===== config.mk =====
export PLATFORM = sky130hd
export DESIGN_NAME = pixel_out_stream
export DESIGN_NICKNAME = d
export VERILOG_FILES = /design/src/rtl/pixel_out_stream.sv
export SDC_FILE = /design/constraint.sdc
export NUM_CORES = 1
export LEC_CHECK = 0
export ABC_AREA = 1
export CORE_UTILIZATION = 45
export DETAILED_ROUTE_END_ITERATION = 6
export PLACE_DENSITY = 0.64
export REMOVE_ABC_BUFFERS = 1
export SYNTH_ARGS = -nofsm -noshare
export SYNTH_HDL_FRONTEND = slang
export SYNTH_SLANG_ARGS = --single-unit

===== constraint.sdc =====
create_clock -name clk -period 3.9 [get_ports clk]
set_input_delay 0.585 -clock clk [delete_from_list [all_inputs] [get_ports clk]]
set_output_delay 0.585 -clock clk [all_outputs]
set_load 0.02 [all_outputs]

===== src/rtl/pixel_out_stream.sv =====
// pixel_out_stream
//   Downstream stage of the image-filter top. Frames the free-running
//   pixel stream with start-of-frame / end-of-line markers derived from the
//   programmed image size, buffers {sof, eol, pixel} in a first-word-fall-
//   through FIFO and presents it on a valid/ready stream.
//
// Ports
//   clk, rst            core clock, asynchronous active-low reset
//   start               frame start pulse (accepted only in IDLE)
//   size_x, size_y      image width / height in pixels / lines
//   pixel_in, pixel_valid  upstream pixel stream (no backpressure)
//   m_data, m_valid, m_ready, m_sof, m_eol  output stream, head of FIFO
//   busy                FSM not IDLE
//   frame_done          one-cycle pulse once the frame has fully drained
//   overflow            sticky: a pixel was dropped because the FIFO was full
//   level               FIFO occupancy
module pixel_out_stream #(
    parameter int DATA_W     = 8,
    parameter int DIM_W      = 12,
    parameter int FIFO_DEPTH = 16
) (
    input  logic                          clk,
    input  logic                          rst,
    input  logic                          start,
    input  logic [DIM_W-1:0]              size_x,
    input  logic [DIM_W-1:0]              size_y,
    input  logic [DATA_W-1:0]             pixel_in,
    input  logic                          pixel_valid,
    output logic [DATA_W-1:0]             m_data,
    output logic                          m_valid,
    input  logic                          m_ready,
    output logic                          m_sof,
    output logic                          m_eol,
    output logic                          busy,
    output logic                          frame_done,
    output logic                          overflow,
    output logic [$clog2(FIFO_DEPTH):0]   level
);
    localparam int AW = $clog2(FIFO_DEPTH);
    localparam int EW = DATA_W + 2;   // {sof, eol, pixel}

    localparam logic [1:0] S_IDLE   = 2'd0;
    localparam logic [1:0] S_ACTIVE = 2'd1;
    localparam logic [1:0] S_DRAIN  = 2'd2;

    logic [1:0]        r_state;
    logic [DIM_W-1:0]  r_last_x;
    logic [DIM_W-1:0]  r_last_y;
    logic [DIM_W-1:0]  r_x;
    logic [DIM_W-1:0]  r_y;
    logic              r_overflow;
    logic              r_frame_done;
    logic [AW:0]       r_wptr;
    logic [AW:0]       r_rptr;
    logic [EW-1:0]     r_mem [FIFO_DEPTH];

    logic [AW:0]       w_level;
    logic              w_valid;
    logic              w_full;
    logic              w_pop;
    logic              w_pix;
    logic              w_accept;
    logic              w_push;
    logic [EW-1:0]     w_head;
    logic [EW-1:0]     w_entry;

    // Extra pointer MSB distinguishes full from empty.
    assign w_level  = r_wptr - r_rptr;
    assign w_valid  = (w_level != '0);
    assign w_full   = (w_level == (AW+1)'(FIFO_DEPTH));
    assign w_pop    = w_valid && m_ready;
    assign w_pix    = (r_state == S_ACTIVE) && pixel_valid;
    // A full FIFO still takes a write when the head leaves on the same edge.
    assign w_accept = !w_full || w_pop;
    assign w_push   = w_pix && w_accept;
    assign w_entry  = {(r_x == '0) && (r_y == '0), (r_x == r_last_x), pixel_in};
    assign w_head   = r_mem[r_rptr[AW-1:0]];

    assign m_valid    = w_valid;
    assign m_data     = w_valid ? w_head[DATA_W-1:0] : '0;
    assign m_sof      = w_valid & w_head[EW-1];
    assign m_eol      = w_valid & w_head[EW-2];
    assign busy       = (r_state != S_IDLE);
    assign frame_done = r_frame_done;
    assign overflow   = r_overflow;
    assign level      = w_level;

    // FIFO storage; stale contents are masked by m_valid so no reset needed.
    always_ff @(posedge clk) begin
        if (w_push) begin
            r_mem[r_wptr[AW-1:0]] <= w_entry;
        end
    end

    always_ff @(posedge clk or negedge rst) begin
        if (!rst) begin
            r_wptr <= '0;
            r_rptr <= '0;
        end else begin
            if (w_push) r_wptr <= r_wptr + (AW+1)'(1);
            if (w_pop)  r_rptr <= r_rptr + (AW+1)'(1);
        end
    end

    always_ff @(posedge clk or negedge rst) begin
        if (!rst) begin
            r_state      <= S_IDLE;
            r_last_x     <= '0;
            r_last_y     <= '0;
            r_x          <= '0;
            r_y          <= '0;
            r_overflow   <= 1'b0;
            r_frame_done <= 1'b0;
        end else begin
            r_frame_done <= 1'b0;
            case (r_state)
                S_IDLE: begin
                    if (start) begin
                        r_overflow <= 1'b0;
                        if ((size_x != '0) && (size_y != '0)) begin
                            r_last_x <= size_x - DIM_W'(1);
                            r_last_y <= size_y - DIM_W'(1);
                            r_x      <= '0;
                            r_y      <= '0;
                            r_state  <= S_ACTIVE;
                        end else begin
                            // Empty frame: nothing to stream, report done at once.
                            r_frame_done <= 1'b1;
                        end
                    end
                end
                S_ACTIVE: begin
                    // Counters track geometry even for dropped pixels so
                    // markers on later pixels stay correct.
                    if (pixel_valid) begin
                        if (!w_accept) r_overflow <= 1'b1;
                        if (r_x == r_last_x) begin
                            r_x <= '0;
                            r_y <= r_y + DIM_W'(1);
                            if (r_y == r_last_y) r_state <= S_DRAIN;
                        end else begin
                            r_x <= r_x + DIM_W'(1);
                        end
                    end
                end
                S_DRAIN: begin
                    if (w_level == '0) begin
                        r_frame_done <= 1'b1;
                        r_state      <= S_IDLE;
                    end
                end
                default: r_state <= S_IDLE;
            endcase
        end
    end

endmodule

Word-level counts from Yosys, hierarchy flattened
Memories as Yosys holds them, arrays and structs flattened.
Cells that the tools add are included.
W data, S select, Z words.
{"block": "classes", "n_div": 0, "add_sub_neg": 7, "muxes": 26, "n_mul": 0, "reduce_logical": 21, "order_cmp": 0, "n_bitwise": 2, "n_shift": 0, "n_eq_ne": 12}
{"op": "$mux W12", "count": 6}
{"op": "$pmux W12 S2", "count": 2}
{"op": "$add A12 B1 Y12 const B", "count": 2}
{"op": "$eq A12 B12 Y1", "count": 2}
{"op": "$logic_not A12 Y1", "count": 2}
{"op": "$reduce_bool A12 Y1", "count": 2}
{"op": "$sub A12 B1 Y12 const B", "count": 2}
{"op": "$mux W2", "count": 6}
{"op": "$ne A2 B2 Y1 const B", "count": 6}
{"op": "$add A5 B1 Y5 const B", "count": 2}
{"op": "$mux W1", "count": 8}
{"op": "$mux W8", "count": 1}
{"op": "$reduce_and A4 Y1", "count": 2}
{"op": "$pmux W2 S3", "count": 1}
{"op": "$reduce_and A6 Y1", "count": 1}
{"op": "$eq A5 B5 Y1 const B", "count": 1}
{"op": "$logic_and A1 B1 Y1", "count": 5}
{"op": "$logic_not A5 Y1", "count": 1}
{"op": "$reduce_and A5 Y1", "count": 1}
{"op": "$reduce_bool A5 Y1", "count": 1}
{"op": "$sub A5 B5 Y5", "count": 1}
{"op": "$pmux W1 S2", "count": 2}
{"op": "$reduce_bool A2 Y1", "count": 2}
{"op": "$reduce_and A3 Y1", "count": 1}
{"op": "other kinds (7)", "count": 8}
{"block": "word_totals", "ram_bits": 160, "wordCells": 78, "reg_bits": 62, "output_inout_bits": 19, "latchBits": 0, "rom_bits": 0, "memories": 1, "input_bits": 37}
{"memory": "r_mem", "depth": 16, "width": 10, "read_ports": 1, "rd_ports_with_merged_regs": 0, "wr": 1, "line_no": "55", "source": "logic [EW-1:0] r_mem [FIFO_DEPTH];"}

Logic depth before layout (Yosys ltp)
Gate-level depths: netlist of run 1.
{"block": "depth", "depth_word": 7, "mapped_depth": 16, "mapped_depth_nobuf": 15}

Worst setup path before layout of run 1
Ideal clock, no wire load.
{"block": "synth_path", "path_kind": "reg2reg", "from": "register r_rptr[1]", "to": "memory r_mem[13][0] (netlist name), enable pin", "stages_incl_launch_ff": 12, "path_slack_ps": 486, "arrival_time_ps": 3024, "setup_ps": 390, "path_buffers": 4, "period_less_slack_ps": 3414, "required_time_ps": 3510, "cell_sequence": "dfrtp_1 -> buf_2 -> inv_1 -> buf_2 -> buf_2 -> fa_1 -> xor2_1 -> nor3_1 -> nand3_1 -> nand3_2 -> buf_2 -> nor3_1"}
{"block": "synth_via", "elab_chain_cells": 7, "word_cells_on_any_way": 9, "cone_classes": "1 x add/sub; 1 x eq/ne; 2 x mux; 5 x reduce/logical"}
{"element": "start, declared", "line_no": "54", "source": "logic [AW:0] r_rptr;"}
{"element": "start signal, assigned", "line_no": "101", "source": "if (w_pop) r_rptr <= r_rptr + (AW+1)'(1);"}
{"element": "$sub A5 B5 Y5 (*)", "line_no": "68", "source": "assign w_level = r_wptr - r_rptr;"}
{"element": "net level[2]", "line_no": "37", "source": "output logic [$clog2(FIFO_DEPTH):0] level"}
{"element": "$eq A5 B5 Y1 / $reduce_bool A5 Y1 (equally long branches)", "line_no": "70, 69"}
{"element": "$logic_not A1 Y1 / $logic_and A1 B1 Y1 (equally long branches)", "line_no": "74, 71"}
{"element": "$logic_or A1 B1 Y1 (*)", "line_no": "74", "source": "assign w_accept = !w_full || w_pop;"}
{"element": "$logic_and A1 B1 Y1 (*)", "line_no": "75", "source": "assign w_push = w_pix && w_accept;"}
{"element": "$mux W1 (*)", "line_no": "90", "source": "if (w_push) begin"}
{"element": "$mux W1 (not written as such) (*)", "line_no": "91", "source": "r_mem[r_wptr[AW-1:0]] <= w_entry;"}
{"element": "end, declared", "line_no": "55"}
Mark *: on every way through the listed nets, which the timed path passes. The rest lies on a longest branch.

Worst setup path in the final report of run 1
{"block": "layout_path", "from": "register r_wptr[0]", "to": "output port m_valid"}
{"block": "layout_via", "elab_chain_cells": 2}
{"element": "start, declared", "line_no": "53", "source": "logic [AW:0] r_wptr;"}
{"element": "start signal, assigned", "line_no": "100", "source": "if (w_push) r_wptr <= r_wptr + (AW+1)'(1);"}
{"element": "$sub A5 B5 Y5", "line_no": "68"}
{"element": "$reduce_bool A5 Y1", "line_no": "69", "source": "assign w_valid = (w_level != '0);"}
{"element": "end, declared", "line_no": "30", "source": "output logic m_valid,"}
Every way passes these cells.

==> results.txt, run 1 <==
----------------------------------------------------
[Outcome]
  Run status ... complete, no violations

[Detailed routing]
  Uppermost layer routed ... met4
  Post-route DRC violation count ... 0
  Wire per inst ... 16.5 um
  Detailed-route vias per instance ... 5.15
  Antenna-violating nets left ... 0
  Wire length after detailed routing ... 24600 um
  Number of detailed-routing iterations run before antenna repair ... 5
  M1 WL ... 10500 um
  Met2 wire length ... 12700 um
  Routed wire length on met3 ... 983 um
  Via count of the routed design ... 7701
  DRC marker count from the first detailed-route iteration ... 620

[Timing]
  Clock skew ... 0.00997 ns
  Final setup violation count ... 0
  Ratio of final minimum period to clock period ... 92.9%
  Final Critical Period ... 3.62 ns
  Headroom to the max-slew limit ... 39.6%
  Max-slew violation count ... 0
  Hold violation count in the final report ... 0
  RSZ-0062 raised after global routing ... no
  Fmax ... 276 MHz
  Worst slew pin tran ... 0.906 ns

[Worst setup path]
  Critical path, cell by cell ... inv_1, ha_1, inv_1, fa_1, xor2_1, nor3_1, nand3_1, buf_4, clkdlybuf4s50_1
  Worst path bufs/invs ... 4
  Longest individual stage delay on the worst path ... 0.54 ns
  Largest delay share family, worst path ... buffers and inverters
  Destination of the critical timing path ... m_valid
  CP Data Arrival Time ... 3.04 ns
  Critical-path cell with the highest stage delay ... clkdlybuf4s50_1
  Reg2reg path depth ... 12
  Data required, critical path ... 3.31 ns
  Slack of the worst reg-to-reg path ... 0.84 ns
  Critical path startpoint category ... flop
  Nature of the critical path endpoint ... output port
  Largest driver fanout on the critical path ... 6
  Instance count on the critical path ... 9
  End of the worst register-to-register path ... r_mem[7][2]
  Library cell appearing most often on the critical path ... inv_1
  WS Path Type ... flop to output port
  Startpoint of the worst-slack reg-to-reg timing path ... r_wptr[0]
  Setup crit start ... r_wptr[0]

[Clock tree]
  Clock tree buffer depth ... 3
  Sink count of the clock tree ... 222
  H-tree level count ... 1
  Number of CTS-inserted buffers ... 24
  TritonCTS clock tree ... done
  Worst skew pair latency ... 0.51 ns
  Clock root buffer master ... clkbuf_16
  Clock transition at path regs ... 0.06 ns

[Pwr]
  Int Pwr ... 5740 uW
  Design Power ... 9370 uW
  Combinational fraction of design power ... 40.9%
  Power density over the cells ... 748 nW/um2
  Fraction of power consumed by sequential logic ... 34.5%
  Sw frac ... 38.7%
  IR drop worst, VDD ... 0.361 mV
  Reported net switching power ... 3630 uW
  Leakage power total ... 0.00501 uW
  Share of power burned in the clock network ... 24.6%

[Global route]
  Total global routing overflow ... 0
  Global-route wire length before repair ... 39000 um
  Via count of the first global-routing pass ... 7386
  GRT Total Usage ... 20.8%
  Initial antenna violation count ... 0
  Pin count of the biggest net entering global routing ... 83

[Logic synthesis]
  Synth Cell Area ... 10700 um2
  Synth Area in Compound Gates ... 9.87%
  Adder-cell share of the synthesized area ... 2.18%
  Part of the Yosys area used for sequential elements ... 59.4%
  Fraction of synthesized area in multiplexers ... 0%
  Yosys top cell by area ... edfxtp_1
  Number of different library cells in the post-synthesis netlist ... 39
  Main combinational cell family by area after synthesis ... simple AND/OR/NAND/NOR gates
  Synth Warn # ... 0
  FF+latch count, synth ... 222
  Post-synthesis share of cell area spent on xor and xnor gates ... 3.27%
  Portion of synthesized cell area occupied by the leading cell type ... 44.9%
  Average footprint of a synthesized cell ... 9.81 um2
  Post-synthesis share of cell area spent on and, or, nand and nor gates ... 19.9%
  Synthesized netlist cell count ... 1090
  Main area contributors after synthesis ... edfxtp_1 45%, dfrtp_1 15%, nand2_1 11%

[Floorplan]
  Core footprint ... 23400 um2
  Cell Rows ... 56
  DIE AREA ... 24400 um2
  Width of the die ... 156 um
  Initial standard-cell utilization of the core ... 45.7%
  Chip height ... 156 um
  Number of top-level design ports ... 56

[Cells and area]
  Final core occ ... 53.5%
  Count of nets after finishing ... 1213
  Ant. Diodes ... 0
  Area added between synthesis and finish ... 17.1%
  Fill cells ... 2152
  Layout cells sized above 1 ... 9.35%

[Worst hold path]
  Worst hold-check path type ... input port to async pin

[Placed design]
  Hpwl dp ... 16000 um
  Count of input and output buffers ... 55
  Global placer's final weighted congestion ... 0.893

[Flow run]
  Max capacitance violation total ... 0

----------------------------------------------------
Yosys cell counts, drive strengths merged:
master and number:
a32oi 6, fa 1, nand3b 2, nand4 18
nor4 3, nand3 61, nand2 326, ha 17
o21bai 1, dfrtp 62, a22oi 20, inv 93
and2 2, o22ai 1, buf 28, edfxtp 160
nor2 71, clkbuf 16, o31ai 1, o21ai 54
o21a 2, a21oi 61, xnor2 14, nor3 24
xor2 26, o211ai 10, a32o 10
cell type report:
type	instances	area, um2	share of cell area (%)
Tap cell	319	399	3.19
Multi-Input combinational cell	731	3780	30.1
Sequential cell	222	6360	50.7
Timing Repair Buffer	86	828	6.61
Inverter	93	355	2.84
Clock buffer	26	629	5.02
Clock inverter	18	181	1.45
how the worst min path moves through the flow:
stage,start,endpoint,slack [ns],cells after the start
floorplan,rst,frame_done,0.29,0
global placement,r_rptr[3],r_rptr[3],0.48,2
detailed placement,r_last_y[5],r_last_y[5],0.49,2
CTS,rst,frame_done,0.09,2
global route,rst,frame_done,0.11,2
finish,rst,frame_done,0.08,2
worst reg2reg max path, cell delays in order (launching register included):
cell and delay (ns):
dfrtp_1 0.42, inv_1 0.14, ha_1 0.16, inv_1 0.06
fa_1 0.41, nand3_1 0.11, nand3_1 0.08, nand2_1 0.11
nor2_1 0.07, nand3_1 0.16, nand3_2 0.39, nor3_1 0.35
buf_4 0.28
sequential cells by signal, summed over array words and instances (netlist names):
signal,cells
frame_done,1
overflow,1
r_last_x,12
r_last_y,12
r_mem,160
r_rptr,5
r_state,2
r_wptr,5
r_x,12
r_y,12
through the flow:
step,setup TNS (ns),hold slack (ns),setup slack [ns],cells,area (um2)
4_1_cts,0,0.0867,0.136,1495,12500
6_report,0,0.0818,0.279,1495,12500
3_3_place_gp,0,0.478,0.584,1450,11700
2_1_floorplan,-94.63,0.289,-0.585,1046,10500
5_1_grt,0,0.107,0.101,1495,12500
3_5_place_dp,0,0.488,0.480,1450,11700
metal layers:
| metal | vias up | GRT usage (%) |
|---|---|---|
| met2 | 172 | 38.6 |
| met5 | - | 0 |
| met1 | 3646 | 25.7 |
| met3 | 29 | 2.25 |
| li1 | 3854 | - |
| met4 | 0 | 5.04 |
power groups by stage:
stage | logic [uW] | registers, uW | clock network (uW)
6_report | 3840 | 3230 | 2300
3_3_place_gp | 3810 | 3270 | 0
4_1_cts | 3900 | 3230 | 2340
5_1_grt | 4260 | 3270 | 2440
3_5_place_dp | 3870 | 3270 | 0
2_1_floorplan | 2350 | 3330 | 0
cells by family (layout without fill, tap and decap cells):
kind of cell	after synthesis	after routing
compound gates	166	166
xor+xnor	40	40
fa+ha+maj	18	18
buf+inv	137	223
flops	222	222
simple gates	507	507
cells in the final DEF, fill, tap and decap left out, types with 2 or more instances in the layout:
master | Yosys | routed
nand2_1 | 321 | 321
edfxtp_1 | 160 | 160
inv_1 | 88 | 86
nor2_1 | 67 | 67
a21oi_1 | 61 | 61
dfrtp_1 | 62 | 61
nand3_1 | 59 | 59
clkdlybuf4s50_1 | 0 | 44
o21ai_0 | 35 | 35
buf_4 | 1 | 29
xor2_1 | 26 | 26
clkbuf_16 | 0 | 25
nor3_1 | 24 | 24
a22oi_1 | 20 | 20
nand4_1 | 18 | 18
ha_1 | 17 | 17
o21ai_2 | 16 | 16
xnor2_1 | 14 | 14
a32o_1 | 10 | 10
o211ai_1 | 10 | 10
dlymetal6s2s_1 | 0 | 10
clkinvlp_4 | 0 | 7
a32oi_1 | 6 | 6
clkinv_2 | 0 | 6
inv_2 | 4 | 5
nor2_2 | 3 | 3
nand2_2 | 3 | 3
o21ai_1 | 3 | 3
bufinv_16 | 0 | 3
nand3b_1 | 2 | 2
and2_1 | 2 | 2
nand3_2 | 2 | 2
nor4_1 | 3 | 2
nand2_4 | 2 | 2
o21a_1 | 2 | 2
clkinv_1 | 0 | 2
buf_12 | 0 | 2
timing repair:
action,in CTS,in global routing
setup buffers,1,0
hold buffers,0,0
resized for setup,1,10
pin swaps,0,0
endpoints found under the setup margin,10,10
No activity file was read; power rests on OpenSTA's default activity.
==> run 2: changes to the inputs <==
Settings changed: GPL_TIMING_DRIVEN set to 1.
==> results of run 2 <==
No change in the layout: final DEF, timing and power equal those of run 1.
